## src/rtl/wbcon_arbiter_pkg.sv

```systemverilog
// Shared types and width helpers for the wbcon Wishbone arbiter family.
package wbcon_arbiter_pkg;

    typedef enum logic [1:0] {
        ST_IDLE  = 2'd0,
        ST_OWNED = 2'd1,
        ST_ABORT = 2'd2
    } arb_state_e;

    localparam int WB_AW_DEF = 24;
    localparam int WB_DW_DEF = 32;

    // Watchdog counter width; a disabled watchdog still keeps a 1-bit register.
    function automatic int cnt_width(input int limit);
        return (limit > 0) ? $clog2(limit + 1) : 1;
    endfunction

endpackage

```

## src/rtl/wbcon_rr_pick.sv

```systemverilog
// Combinational round-robin picker: first asserted request after 'last', wrapping.
module wbcon_rr_pick #(
    parameter int N  = 2,
    parameter int IW = 1
) (
    input  logic [N-1:0]  req,
    input  logic [IW-1:0] last,
    output logic          valid,
    output logic [IW-1:0] idx
);

    // Scan from farthest to nearest so the requester closest after 'last' wins.
    always_comb begin
        int k;
        valid = 1'b0;
        idx   = last;
        k     = 0;
        for (int i = N; i >= 1; i--) begin
            k = int'(last) + i;
            if (k >= N) k = k - N;
            if (req[k]) begin
                valid = 1'b1;
                idx   = IW'(k);
            end
        end
    end

endmodule

```

## src/rtl/wbcon_arbiter.sv

```systemverilog
// N-master to 1-slave pipelined Wishbone arbiter: round-robin grant held for the
// whole CYC, with a bus watchdog that aborts hung cycles with ERR.
module wbcon_arbiter
    import wbcon_arbiter_pkg::*;
#(
    parameter int NUM_MASTERS    = 2,
    parameter int WB_ADDR_WIDTH  = WB_AW_DEF,
    parameter int WB_DATA_WIDTH  = WB_DW_DEF,
    parameter int WB_SEL_WIDTH   = (WB_DATA_WIDTH + 7) / 8,
    parameter int TIMEOUT_CYCLES = 255
) (
    input  logic                                 i_clk,
    input  logic                                 i_rst_n,
    input  logic [NUM_MASTERS-1:0]               i_m_cyc,
    input  logic [NUM_MASTERS-1:0]               i_m_stb,
    input  logic [NUM_MASTERS-1:0]               i_m_we,
    input  logic [NUM_MASTERS*WB_ADDR_WIDTH-1:0] i_m_adr,
    input  logic [NUM_MASTERS*WB_DATA_WIDTH-1:0] i_m_dat,
    input  logic [NUM_MASTERS*WB_SEL_WIDTH-1:0]  i_m_sel,
    output logic [NUM_MASTERS-1:0]               o_m_stall,
    output logic [NUM_MASTERS-1:0]               o_m_ack,
    output logic [NUM_MASTERS-1:0]               o_m_err,
    output logic [NUM_MASTERS-1:0]               o_m_rty,
    output logic [WB_DATA_WIDTH-1:0]             o_m_dat,
    output logic                                 o_s_cyc,
    output logic                                 o_s_stb,
    output logic                                 o_s_we,
    output logic [WB_ADDR_WIDTH-1:0]             o_s_adr,
    output logic [WB_DATA_WIDTH-1:0]             o_s_dat,
    output logic [WB_SEL_WIDTH-1:0]              o_s_sel,
    input  logic                                 i_s_stall,
    input  logic                                 i_s_ack,
    input  logic                                 i_s_err,
    input  logic                                 i_s_rty,
    input  logic [WB_DATA_WIDTH-1:0]             i_s_dat,
    output logic [NUM_MASTERS-1:0]               o_grant,
    output logic                                 o_timeout
);

    localparam int IW    = $clog2(NUM_MASTERS);
    localparam int CW    = cnt_width(TIMEOUT_CYCLES);
    localparam bit WD_EN = (TIMEOUT_CYCLES != 0);
    // Abort fires on the cycle the counter would step onto the limit.
    localparam logic [CW-1:0] CNT_LAST = WD_EN ? CW'(TIMEOUT_CYCLES - 1) : '0;

    arb_state_e    state_q, state_d;
    logic [IW-1:0] owner_q, owner_d;
    logic [IW-1:0] last_q,  last_d;
    logic [CW-1:0] cnt_q,   cnt_d;
    logic          pick_valid;
    logic [IW-1:0] pick_idx;
    logic          own_cyc;
    logic          s_resp;

    wbcon_rr_pick #(.N(NUM_MASTERS), .IW(IW)) u_pick (
        .req   (i_m_cyc),
        .last  (last_q),
        .valid (pick_valid),
        .idx   (pick_idx)
    );

    assign own_cyc = i_m_cyc[owner_q];
    assign s_resp  = i_s_ack | i_s_err | i_s_rty;

    // Address/data/sel/we always follow the owner; only CYC/STB qualify them.
    assign o_s_we  = i_m_we[owner_q];
    assign o_s_adr = i_m_adr[int'(owner_q)*WB_ADDR_WIDTH +: WB_ADDR_WIDTH];
    assign o_s_dat = i_m_dat[int'(owner_q)*WB_DATA_WIDTH +: WB_DATA_WIDTH];
    assign o_s_sel = i_m_sel[int'(owner_q)*WB_SEL_WIDTH +: WB_SEL_WIDTH];
    assign o_m_dat = i_s_dat;

    always_comb begin
        o_grant = '0;
        if (state_q != ST_IDLE) o_grant[owner_q] = 1'b1;
    end

    always_ff @(posedge i_clk or negedge i_rst_n) begin
        if (!i_rst_n) begin
            state_q <= ST_IDLE;
            owner_q <= '0;
            last_q  <= IW'(NUM_MASTERS - 1);
            cnt_q   <= '0;
        end else begin
            state_q <= state_d;
            owner_q <= owner_d;
            last_q  <= last_d;
            cnt_q   <= cnt_d;
        end
    end

    always_comb begin
        state_d   = state_q;
        owner_d   = owner_q;
        last_d    = last_q;
        cnt_d     = cnt_q;
        o_s_cyc   = 1'b0;
        o_s_stb   = 1'b0;
        o_m_stall = '1;
        o_m_ack   = '0;
        o_m_err   = '0;
        o_m_rty   = '0;
        o_timeout = 1'b0;
        case (state_q)
            ST_IDLE: begin
                cnt_d = '0;
                if (pick_valid) begin
                    state_d = ST_OWNED;
                    owner_d = pick_idx;
                end
            end
            ST_OWNED: begin
                o_s_cyc            = own_cyc;
                o_s_stb            = own_cyc & i_m_stb[owner_q];
                o_m_stall[owner_q] = i_s_stall;
                // Responses arriving after the owner dropped CYC are discarded.
                if (own_cyc) begin
                    o_m_ack[owner_q] = i_s_ack;
                    o_m_err[owner_q] = i_s_err;
                    o_m_rty[owner_q] = i_s_rty;
                end
                if (!own_cyc) begin
                    state_d = ST_IDLE;
                    last_d  = owner_q;
                    cnt_d   = '0;
                end else if ((o_s_stb && !i_s_stall) || s_resp) begin
                    cnt_d = '0;
                end else if (WD_EN) begin
                    if (cnt_q == CNT_LAST) begin
                        o_m_err[owner_q] = 1'b1;
                        o_timeout        = 1'b1;
                        state_d          = ST_ABORT;
                    end
                    cnt_d = cnt_q + CW'(1);
                end
            end
            ST_ABORT: begin
                if (!own_cyc) begin
                    state_d = ST_IDLE;
                    last_d  = owner_q;
                end
            end
            default: state_d = ST_IDLE;
        endcase
    end

endmodule
```

## config.mk

```make
export PLATFORM = sky130hd
export DESIGN_NAME = wbcon_arbiter
export DESIGN_NICKNAME = d
export VERILOG_FILES = /design/src/rtl/wbcon_arbiter_pkg.sv /design/src/rtl/wbcon_rr_pick.sv /design/src/rtl/wbcon_arbiter.sv
export SDC_FILE = /design/constraint.sdc
export NUM_CORES = 1
export LEC_CHECK = 0
export ABC_AREA = 1
export CORE_AREA = 2 2 106 108
export DETAILED_ROUTE_END_ITERATION = 8
export DIE_AREA = 0 0 108 110
export HOLD_SLACK_MARGIN = 0.15
export PLACE_DENSITY = 0.6
export SYNTH_ARGS = -nofsm -noshare
export SYNTH_HDL_FRONTEND = slang
export SYNTH_SLANG_ARGS = --single-unit
```

## constraint.sdc

```tcl
create_clock -name i_clk -period 1.3 [get_ports i_clk]
set_input_delay 0.195 -clock i_clk [delete_from_list [all_inputs] [get_ports i_clk]]
set_output_delay 0.195 -clock i_clk [all_outputs]
set_load 0.02 [all_outputs]
```

==> metrics.txt <==
status finished, violations left; failing checks negative setup slack; post-layout min period 1.72 ns; die area 11900 um^2; nets between 700 and 800; clock-pin transition on the worst setup and hold timing paths around 0.050 ns; Core Area between 10000 and 15000 um^2; GRT Total Usage 14.2%; pre-CTS setup slack -0.925 ns; CTS Buffer Depth 2; clk_skew 0.000975 ns; clock root buffer clkbuf_8; CP endpoint o_timeout; peak fanout along the critical path 5; final std cell area, no fill 5150 um^2; flop and latch count out of synthesis 12; CTS sink count 12; DRT antenna net count 0; crit-path cells clkinv_4 > nand2_4 > nand2_4 > inv_4 > nor2_8 > nand3_4 > nor2_4 > buf_6; Die Height about 110 um; Setup CP Type reg2out; number of global-route vias before repair 2766; CP Capture Type output port; Final GP Congestion 0.787; FF-to-FF setup slack -0.30 ns; Critical Path AT 1.53 ns; CP required 1.11 ns; Setup WS post-layout -0.422 ns; static leakage 2.48 nW; mapped cell area between 1500 and 2000 um^2; hold_ws approximately 0.24 ns; total length of routed wires 10500 um; Most common cell on crit path nand2_4; Worst Hold Class in2async; share of the yosys chip area belonging to registers 16.6%; Final Hold Viols 0; total CTS buffers 3; sequential power share 5.4%; synthesis-to-layout area growth 184%; syn avg cell area 5.36 um^2; worst-margin pin slew 0.318 ns; routed len/inst 14.8 um; Combinational Power Share 90.4%; clock insertion delay at the later pin of the skew report between 0.2 and 0.3 ns; antenna violations before repair 0; synthesized instance count between 300 and 400; DRC viols 0; Mapped Nets 508; slowest CP cell dfrtp_2; Startpoint Class flop; slowest stage delay, CP roughly 0.45 ns; clock share of power under 10%; R2R Path Start state_q[0]$_DFFE_PN0P_; DP Area 4070 um^2; Fmax achieved 581 MHz; R2R cell count 9; R2R Path End cnt_q[6]$_DFFE_PN0P_; Diodes inserted 0; fin crit share 132%; post-detailed-route via-to-cell ratio 4.16; RSZ-0062 raised after global routing yes; die width 108 um; Int Power roughly 5.2 mW; remaining global-route overflow 0; layout cells sized above 1 between 40% and 50%; number of distinct library cells after synthesis 26; Slew headroom 78.7%; DRT iter0 DRCs 80; largest net degree at the start of global routing 32; setup TNS -22.79 ns; Sw Ratio 48.4%; via count between 2000 and 3000; drt pass-1 iters 4; global-route wire length before repair 13100 um; num rows 38; Net Sw Power 4.88 mW; Power Density between 1500 and 2000 nW/um^2; PortBufs 205; CTS tree built; Detail Placement HPWL 7050 um; maxcap violations 0; I/O Pins 270; CTS H-tree lvls 1; CP Launch Point owner_q$_DFFE_PN0P_; Setup-failing EPs final 85; synth warn 0; VDD IR max 0.000830 V; starting density of the core about 17%; Slew Limit Fails 0
## per-stage QoR
step | total power [mW] | utilization (%) | instances
global placement | 6.61 | 38.1 | 668
CTS | 8.24 | 41.6 | 691
detailed placement | 6.65 | 38.1 | 668
finish | 10.1 | 48.2 | 709
floorplan | 3.84 | - | 339
global route | 10.7 | 48.2 | 709
## worst max-delay path, delay by kind of cell, from the launching register on
| kind | cells | cell delay [ns] |
|---|---|---|
| flops | 1 | 0.45 |
| simple gates | 5 | 0.54 |
| buf+inv | 3 | 0.28 |
## cell type report
cell class              count  area (um^2)
multi-input cells         264         1680
flip-flops and latches     12          303
inverters                  17         81.3
fillers                  1062         5550
clock buffers               4         55.1
repair buffers            272         2860
well taps                 140          175
## how the worst min path moves through the flow
stage | from | endpoint | slack (ns) | depth (start not counted)
2_1_floorplan | i_rst_n | cnt_q[0]$_DFFE_PN0P_ | -0.10 | 0
3_3_place_gp | i_s_dat[11] | o_m_dat[11] | 0.39 | 0
3_5_place_dp | i_s_dat[11] | o_m_dat[11] | 0.39 | 0
4_1_cts | i_rst_n | cnt_q[4]$_DFFE_PN0P_ | 0.24 | 2
5_1_grt | i_rst_n | cnt_q[4]$_DFFE_PN0P_ | 0.25 | 2
6_report | i_rst_n | state_q[1]$_DFFE_PN0P_ | 0.24 | 2
## state kept, by name, summed over array words and instances, names as in the netlist
signal / flops
owner_q: 1
cnt_q: 8
state_q: 2
last_q: 1
## cells in the mapped netlist
library cell	instances	area share (%)
nor3_1	5	1.4
or2_2	2	0.69
inv_2	4	0.83
buf_2	8	2.2
o21ai_0	3	0.83
clkbuf_1	6	1.2
xor2_1	2	0.97
inv_1	13	2.7
nand3_4	1	0.97
nand3_2	1	0.55
nand3_1	6	1.7
nand2_2	1	0.34
nor2_2	2	0.69
ha_1	5	3.4
nand2_1	209	43
nor2_8	1	1.1
dfstp_2	1	1.4
buf_4	32	13
xnor2_1	3	1.4
nor2_1	15	3.1
nor3b_1	1	0.41
dfrtp_1	11	15
a31oi_1	1	0.34
a22oi_1	1	0.41
a21oi_1	4	1.1
nor3_2	1	0.55
## cells in the final DEF, fill, tap and decap left out, drive strengths merged, types with 3 or more instances in the layout
cell	instances
nand2	210
buf	137
clkdlybuf4s50	131
nor2	18
inv	16
dfrtp	11
clkbuf	8
nand3	8
nor3	6
ha	5
a21oi	4
xnor2	3
o21ai	3
## layer usage
metal / wire length [um] / global-route usage [%] / part of all wire, % / vias to the layer above
li1: - / - / - / 1451
met1: 3680 / 15.3 / 35 / 1345
met2: 5890 / 28.0 / 56 / 134
met3: 723 / 2.88 / 6.9 / 17
met4: 191 / 3.94 / 1.8 / 0
met5: 0 / 0 / 0 / -
## cell families after synthesis
kind of cell               Yosys count  synth area share (%)
xor gates and xnor gates             5                  2.41
adders and majority gates            5                  3.45
DFF                                 12                  16.6
buffers and inverters               63                  20.2
and+or+nand+nor                    245                  54.7
AOI/OAI and AO/OA                    9                  2.69
## power groups by stage
| stage | Clock, mW | Sequential [mW] | Combinational (mW) |
|---|---|---|---|
| 3_3_place_gp | 0 | 0.524 | 6.08 |
| 4_1_cts | 0.437 | 0.539 | 7.26 |
| 2_1_floorplan | 0 | 0.522 | 3.32 |
| 3_5_place_dp | 0 | 0.529 | 6.12 |
| 6_report | 0.425 | 0.545 | 9.11 |
| 5_1_grt | 0.454 | 0.555 | 9.68 |
## timing repair
item | 4_1_cts | 5_1_grt
buffers inserted | 16 | 15
pin swaps | 11 | 37
cloned | 3 | 6
setup endpoints to repair | 85 | 86
resized for setup | 410 | 182
hold buffers | 0 | 0
(Power assumes the default switching activity.)
